## src/rtl/regfile_write_queue_pkg.sv

```systemverilog
// Shared types and constants for the register file write queue.
package regfile_write_queue_pkg;

    localparam int REG_ADDR_W = 5;
    localparam int DATA_W     = 32;

    localparam logic [REG_ADDR_W-1:0] ZERO_REG = '0;

    // One pending register file write.
    typedef struct packed {
        logic [REG_ADDR_W-1:0] regno;
        logic [DATA_W-1:0]     data;
    } entry_t;

endpackage

```

## src/rtl/regfile_write_queue_if.sv

```systemverilog
// Bundle of the request, register file write and bypass lookup signals.
// The queue sits on the slave side; the pipeline / register file side is master.
interface regfile_write_queue_if
    import regfile_write_queue_pkg::*;
#(
    parameter int PTR_W = 2
);
    // Request side
    logic                  req_valid;
    logic                  req_ready;
    logic [REG_ADDR_W-1:0] req_regno;
    logic [DATA_W-1:0]     req_data;

    // Register file write port
    logic                  hold;
    logic                  reg_write;
    logic [REG_ADDR_W-1:0] write_regno;
    logic [DATA_W-1:0]     write_data;

    // Bypass lookup
    logic [REG_ADDR_W-1:0] look_reg1;
    logic [REG_ADDR_W-1:0] look_reg2;
    logic                  look_hit1;
    logic                  look_hit2;
    logic [DATA_W-1:0]     look_data1;
    logic [DATA_W-1:0]     look_data2;

    // Status
    logic [PTR_W:0]        count;
    logic                  empty;

    modport master (
        output req_valid, req_regno, req_data, hold, look_reg1, look_reg2,
        input  req_ready, reg_write, write_regno, write_data,
               look_hit1, look_hit2, look_data1, look_data2, count, empty
    );

    modport slave (
        input  req_valid, req_regno, req_data, hold, look_reg1, look_reg2,
        output req_ready, reg_write, write_regno, write_data,
               look_hit1, look_hit2, look_data1, look_data2, count, empty
    );

endinterface

```

## src/rtl/regfile_write_queue_bypass.sv

```systemverilog
// Youngest-match search over the occupied queue entries for one lookup port.
module regfile_bypass_match
    import regfile_write_queue_pkg::*;
#(
    parameter int DEPTH = 4,
    parameter int PTR_W = 2
) (
    input  entry_t [DEPTH-1:0]    entries,
    input  logic [PTR_W-1:0]      head,
    input  logic [PTR_W:0]        count,
    input  logic [REG_ADDR_W-1:0] look_reg,
    output logic                  hit,
    output logic [DATA_W-1:0]     data
);

    logic [PTR_W-1:0] idx;

    // Walk oldest to youngest so the last match found is the youngest one.
    always_comb begin
        // NOTE: every output gets a default first so no path leaves it unassigned (no latch).
        hit  = 1'b0;
        data = '0;
        idx  = head;
        for (int i = 0; i < DEPTH; i++) begin
            idx = head + PTR_W'(i);
            if (((PTR_W + 1)'(i) < count) && (look_reg != ZERO_REG) &&
                (entries[idx].regno == look_reg)) begin
                hit  = 1'b1;
                data = entries[idx].data;
            end
        end
    end

endmodule

```

## src/rtl/regfile_write_queue.sv

```systemverilog
// Circular buffer of pending register file writes, drained one per cycle,
// with two combinational bypass lookup ports.
module regfile_write_queue
    import regfile_write_queue_pkg::*;
#(
    parameter int DEPTH = 4,
    parameter int PTR_W = 2
) (
    input logic                 clk,
    input logic                 rst,
    regfile_write_queue_if.slave q
);

    entry_t [DEPTH-1:0] entries;
    logic [PTR_W-1:0]   head;
    logic [PTR_W-1:0]   tail;
    logic [PTR_W:0]     count;

    logic accept;
    logic push;
    logic pop;

    // Handshake, register 0 filter and drain strobe.
    always_comb begin
        q.req_ready = (count != (PTR_W + 1)'(DEPTH));
        q.empty     = (count == '0);
        accept      = q.req_valid && q.req_ready;
        push        = accept && (q.req_regno != ZERO_REG);
        q.reg_write = !q.empty && !q.hold;
        pop         = q.reg_write;
    end

    // Head entry onto the write port; forced to zero so stale contents never show.
    always_comb begin
        q.write_regno = '0;
        q.write_data  = '0;
        if (!q.empty) begin
            q.write_regno = entries[head].regno;
            q.write_data  = entries[head].data;
        end
    end

    assign q.count = count;

    // Pointer and occupancy registers.
    always_ff @(posedge clk or posedge rst) begin
        if (rst) begin
            head  <= '0;
            tail  <= '0;
            count <= '0;
        end else begin
            // NOTE: sequential state uses non-blocking assignments so all registers update together.
            if (push) tail <= tail + 1'b1;
            if (pop)  head <= head + 1'b1;
            case ({push, pop})
                2'b10:   count <= count + 1'b1;
                2'b01:   count <= count - 1'b1;
                default: count <= count;
            endcase
        end
    end

    // Entry storage written at the tail.
    // NOTE: the entry array has no reset; occupancy is tracked by count and nothing reads an empty slot.
    always_ff @(posedge clk) begin
        if (push) begin
            entries[tail].regno <= q.req_regno;
            entries[tail].data  <= q.req_data;
        end
    end

    regfile_bypass_match #(
        .DEPTH (DEPTH),
        .PTR_W (PTR_W)
    ) u_match1 (
        .entries  (entries),
        .head     (head),
        .count    (count),
        .look_reg (q.look_reg1),
        .hit      (q.look_hit1),
        .data     (q.look_data1)
    );

    regfile_bypass_match #(
        .DEPTH (DEPTH),
        .PTR_W (PTR_W)
    ) u_match2 (
        .entries  (entries),
        .head     (head),
        .count    (count),
        .look_reg (q.look_reg2),
        .hit      (q.look_hit2),
        .data     (q.look_data2)
    );

endmodule

```

## src/flat_wrapper.sv

```systemverilog
// flat-port wrapper written by rule: the top's interface ports become plain ports
module regfile_write_queue_flat import regfile_write_queue_pkg::*;
#(
    parameter int DEPTH = 4,
    parameter int PTR_W = 2
)
  (clk, rst, q_req_valid, q_req_regno, q_req_data, q_hold, q_look_reg1, q_look_reg2, q_req_ready, q_reg_write, q_write_regno, q_write_data, q_look_hit1, q_look_hit2, q_look_data1, q_look_data2, q_count, q_empty);
  regfile_write_queue_if #(.PTR_W(PTR_W)) q_i ();
  input logic clk;
  input logic rst;
  input wire logic [$bits(q_i.req_valid)-1:0] q_req_valid;
  input wire logic [$bits(q_i.req_regno)-1:0] q_req_regno;
  input wire logic [$bits(q_i.req_data)-1:0] q_req_data;
  input wire logic [$bits(q_i.hold)-1:0] q_hold;
  input wire logic [$bits(q_i.look_reg1)-1:0] q_look_reg1;
  input wire logic [$bits(q_i.look_reg2)-1:0] q_look_reg2;
  output wire logic [$bits(q_i.req_ready)-1:0] q_req_ready;
  output wire logic [$bits(q_i.reg_write)-1:0] q_reg_write;
  output wire logic [$bits(q_i.write_regno)-1:0] q_write_regno;
  output wire logic [$bits(q_i.write_data)-1:0] q_write_data;
  output wire logic [$bits(q_i.look_hit1)-1:0] q_look_hit1;
  output wire logic [$bits(q_i.look_hit2)-1:0] q_look_hit2;
  output wire logic [$bits(q_i.look_data1)-1:0] q_look_data1;
  output wire logic [$bits(q_i.look_data2)-1:0] q_look_data2;
  output wire logic [$bits(q_i.count)-1:0] q_count;
  output wire logic [$bits(q_i.empty)-1:0] q_empty;
  assign q_i.req_valid = q_req_valid;
  assign q_i.req_regno = q_req_regno;
  assign q_i.req_data = q_req_data;
  assign q_i.hold = q_hold;
  assign q_i.look_reg1 = q_look_reg1;
  assign q_i.look_reg2 = q_look_reg2;
  assign q_req_ready = q_i.req_ready;
  assign q_reg_write = q_i.reg_write;
  assign q_write_regno = q_i.write_regno;
  assign q_write_data = q_i.write_data;
  assign q_look_hit1 = q_i.look_hit1;
  assign q_look_hit2 = q_i.look_hit2;
  assign q_look_data1 = q_i.look_data1;
  assign q_look_data2 = q_i.look_data2;
  assign q_count = q_i.count;
  assign q_empty = q_i.empty;
  regfile_write_queue #(.DEPTH(DEPTH), .PTR_W(PTR_W)) u_core (.clk(clk), .rst(rst), .q(q_i));
endmodule
```

## config.mk

```make
export PLATFORM = sky130hd
export DESIGN_NAME = regfile_write_queue_flat
export DESIGN_NICKNAME = d
export VERILOG_FILES = /design/src/rtl/regfile_write_queue_pkg.sv /design/src/rtl/regfile_write_queue_if.sv /design/src/rtl/regfile_write_queue_bypass.sv /design/src/rtl/regfile_write_queue.sv /design/src/flat_wrapper.sv
export SDC_FILE = /design/constraint.sdc
export NUM_CORES = 1
export LEC_CHECK = 0
export ABC_AREA = 0
export CORE_MARGIN = 2
export CORE_UTILIZATION = 47
export CTS_BUF_LIST = sky130_fd_sc_hd__clkbuf_16
export DETAILED_ROUTE_END_ITERATION = 10
export PLACE_DENSITY = 0.8
export SLEW_MARGIN = 15
export SYNTH_ARGS = -nofsm -noshare
export SYNTH_HDL_FRONTEND = slang
export SYNTH_SLANG_ARGS = --single-unit
```

## constraint.sdc

```tcl
create_clock -name clk -period 3.85 [get_ports clk]
set_input_delay 0.9625 -clock clk [delete_from_list [all_inputs] [get_ports clk]]
set_output_delay 0.9625 -clock clk [all_outputs]
set_load 0.05 [all_outputs]
```

==> results.txt <==
The number of max-slew violations in the final report came out at 0. In this run the horizontal extent of the chip is 168 um. The worst pin sits at a relative slew slack of 58.5%. Wires add up to 45400 um. The worst hold path stage count is 1. The count of mapped cells out of synthesis came out at 1179. The sequential cell fraction of total power is 15.2%. The internal portion of the total power is 0.00940 W. The largest fanout on the critical path is 6. Counting every net in the synthesized netlist gives 1238. The post-synthesis cell area came out at 12700 um2.

Adding up every negative setup slack in the final design gives -28.75 ns. The start point of the worst min-delay path is u_core.q.count[0]$_DFFE_PP0P_. The vias after detailed routing came out at 11800. The worst min-delay path endpoint is u_core.q.count[0]$_DFFE_PP0P_. Leaving out fill and tap cells, the most frequent cells in the layout are edfxtp_1 (148), nand2_1 (135), and2_1 (129), buf_12 (129), buf_4 (121). The cell repeated most along the worst path is buf_12. For this run, the total global-route usage over all layers was measured as 29.9%. The power after layout is 0.0182 W. The worst endpoint required time came out at 2.89 ns.

Sorting the synthesized cells by area gives the leading types as edfxtp_1 (35%), mux4_2 (14%), and2_1 (6.6%), mux2i_1 (6.2%), nand2_1 (4.1%). The overflow left after global routing came out at 0. The relative contribution of the clock network to total power is 9.4%. The timing-limited maximum frequency is 0.229 GHz. The element type at the critical path start is a register. After the first detailed-routing iteration, the DRC count stood at 1299.

The setup skew after layout is 0.0100 ns. The end-of-flow core utilization came out at 70.2%. The number of rows created at floorplan is 60. The share of cells above drive strength 1 is 39.1%.

The quantity of I/O buffers inserted on ports came out at 159. The clock sink count came out at 155. The worst reg2reg path startpoint is u_core.q.count[1]$_DFFE_PP0P_.

The library cell used most frequently in the layout, excluding fill and tap cells, is edfxtp_1. The slowest stage of the critical path belongs to the cell dfrtp_4. The most used flip-flop cell after synthesis is edfxtp_1. The placement-stage cell area came out at 17000 um2. The synthesized area divided by synthesized cell count came out at 10.8 um2. Of all cell types, the one taking the most synthesized area is edfxtp_1. The minimum period implied by the final worst setup slack is 4.36 ns. The number of nets in the finished design is 1479. The static power due to leakage is 7.21 nW. The clock-pin slew reported for the worst setup and hold paths after clock tree synthesis came out at 0.07 ns.

The maximum buffer depth of the clock tree is 2. The tool flagged a number of max-cap violations equal to 0. The slew of the pin with the lowest slew margin is 0.618 ns. The starting utilization of the core area came out at 47.4%. The analysis attributes to net switching a power of 0.00884 W.

Setup repair after global routing could not meet its margin everywhere. The number of cell instances on the worst register-to-register path came out at 7. The stage delay of the slowest cell on the critical path came out at 0.53 ns. The count of nets left with antenna violations once routing finished came out at 0. In this run the vertical extent of the chip is 168 um. The signal arrival time at the worst endpoint is 3.40 ns. The design area is 18800 um2. Of all flip-flops after synthesis, the portion carrying an async set or reset was 4.52%. The latest clock arrival within the worst-skew pair is 0.44 ns. The count of flip-flops with a built-in enable after synthesis came out at 148. The final reports fail on setup timing. The min-delay analysis places its worst path in the category register to register. The area of the placeable core came out at 26700 um2. Across all setup checks in the final design, the least slack found is -0.511 ns. Yosys printed 0 warnings. The maximum level of the CTS H-tree is 4. The part of the Yosys area used for sequential elements came out at 36.4%. After synthesis the netlist holds a flip-flop and latch count of 155. The weighted congestion reported at the end of routability-driven placement is 0.922. Yosys mapped the design onto 51 distinct sky130hd cell types. Setup violations remaining at the end of the flow were counted as 66. The kind of end point of the critical path is a primary output. The die area came out at 28300 um2.

The flow ran to the end, but the final reports show violations. The classification of the worst setup path is register to primary output. The switching share of power is 48.5%.

Buffers inserted during clock tree synthesis total 17. The final critical-path share of the clock period is 113%. The root cell of the clock tree is clkbuf_16. The initial antenna violation count is 6.

Pin placement for this block handled 160 I/O pins. After detailed routing, the number of remaining DRC violations is 0. The pin count of the biggest net entering global routing came out at 71. TritonCTS built the clock tree.

Combinational cells account for 75.4% of the total power. In this run the critical register-to-register path is captured at u_core.entries[80]$_DFFE_PP_. The via count of the first global-routing pass is 11700. The worst register-to-register path has a setup slack of 1.33 ns. The critical path goes through buf_6, mux4_2, a211o_1, a2111oi_4, o21a_1, o221ai_4, buf_12, buf_12, o221ai_4, buf_12.

The share of synthesized area in the top cell type comes to 35.1%. The final number of hold-violating endpoints is 0. The maximum vdd drop is 0.571 mV. The first-pass GRT wire length is 65400 um. The length of the first detailed-routing pass in iterations is 6. Power spread over the standard cell area amounts to 973 nW/um2. Relative to the synthesized area, the layout overhead comes to 47.9%.

The post-detailed-route wirelength per cell is 25.5 um. The number of fill cells came out at 1691. The half-perimeter wire length after detailed placement is 25900 um.

The detailed-route vias per instance came out at 6.61.
==> Yosys cell counts (28+ instances only) <==
| library cell | instances |
|---|---|
| a21o_1 | 34 |
| a21oi_1 | 36 |
| a221oi_1 | 32 |
| a22oi_1 | 32 |
| and2_1 | 134 |
| buf_2 | 32 |
| clkbuf_1 | 54 |
| edfxtp_1 | 148 |
| inv_1 | 39 |
| mux2_2 | 33 |
| mux2i_1 | 78 |
| mux4_2 | 78 |
| nand2_1 | 138 |
| nand3_1 | 33 |
| nor2_1 | 40 |
| o21ai_0 | 66 |
| o221ai_2 | 31 |
| xnor2_1 | 28 |
==> worst max-delay path by stage <==
stage	start	to	slack, ns	cells after the start
after floorplan	q_look_reg1[1]	q_look_data1[0]	0.01	8
after global placement	q_look_reg1[3]	q_look_data1[4]	-0.47	10
after detailed placement	q_look_reg1[4]	q_look_data1[4]	-0.48	9
after CTS	u_core.head[0]$_DFFE_PP0P_	q_look_data1[4]	-0.44	10
after global routing	u_core.head[0]$_DFFE_PP0P_	q_look_data1[4]	-0.57	11
final	u_core.head[0]$_DFFE_PP0P_	q_look_data1[4]	-0.51	10
==> layer usage <==
metal	vias up	global-route usage, %	routed length (um)
li1	4946	-	-
met1	5783	36.0	16000
met2	838	50.2	22300
met3	200	5.88	4580
met4	0	17.5	2510
met5	-	0	0
==> worst max-delay path, delay by kind of cell (launching register included) <==
kind                   cells  cell delay, ns
AOI/OAI and AO/OA          5            1.29
buffers and inverters      4            0.66
DFF                        1            0.53
muxes                      1            0.46
==> state kept, by name, indices dropped and copies added (netlist names) <==
signal,flops
u_core.entries,148
u_core.q.count,3
u_core.head,2
u_core.tail,2
==> power groups by stage <==
stage | Sequential, W | Combinational (W) | Clock (W)
floorplan | 0.00266 | 0.00772 | 0
global placement | 0.00273 | 0.0124 | 0
detailed placement | 0.00279 | 0.0126 | 0
CTS | 0.00273 | 0.0132 | 0.00170
global route | 0.00280 | 0.0143 | 0.00177
finish | 0.00278 | 0.0137 | 0.00172
==> kinds of logic (layout without fill, tap and decap cells) <==
| kind of cell | count (synthesis) | after routing | synth area share, % |
|---|---|---|---|
| other | 0 | 7 | 0 |
| flip-flops | 155 | 155 | 36.4 |
| adder cells (fa/ha/maj) | 8 | 8 | 0.790 |
| AO/OA/AOI/OAI | 252 | 252 | 15.6 |
| AND/OR/NAND/NOR | 379 | 379 | 15.1 |
| multiplexers | 192 | 192 | 23.6 |
| XOR/XNOR | 42 | 42 | 2.96 |
| buffers and inverters | 151 | 405 | 5.57 |
==> cell type report <==
cell class | count | area, um2 | area share (%)
Tap cell | 341 | 427 | 2.28
Sequential cell | 155 | 4630 | 24.7
Antenna cell | 7 | 17.5 | 0.0934
Clock buffer | 17 | 425 | 2.27
Clock inverter | 15 | 178 | 0.947
Timing Repair Buffer | 334 | 4570 | 24.4
Inverter | 39 | 146 | 0.781
Multi-Input combinational cell | 873 | 8360 | 44.6
==> stage by stage <==
stage                     hold slack, ns  setup slack, ns  instances
final                              0.653           -0.511       1781
after global routing               0.678           -0.567       1779
after CTS                          0.653           -0.439       1759
after detailed placement           0.643           -0.482       1697
after global placement             0.595           -0.468       1697
after floorplan                    0.580           0.0141       1179
==> timing repair <==
item,4_1_cts,5_1_grt
pin swaps,24,25
hold buffers,0,0
setup endpoints to repair,82,73
gates cloned,10,9
buffers inserted,22,13
resized for setup,75,35
No activity file was read; power rests on OpenSTA's default activity.
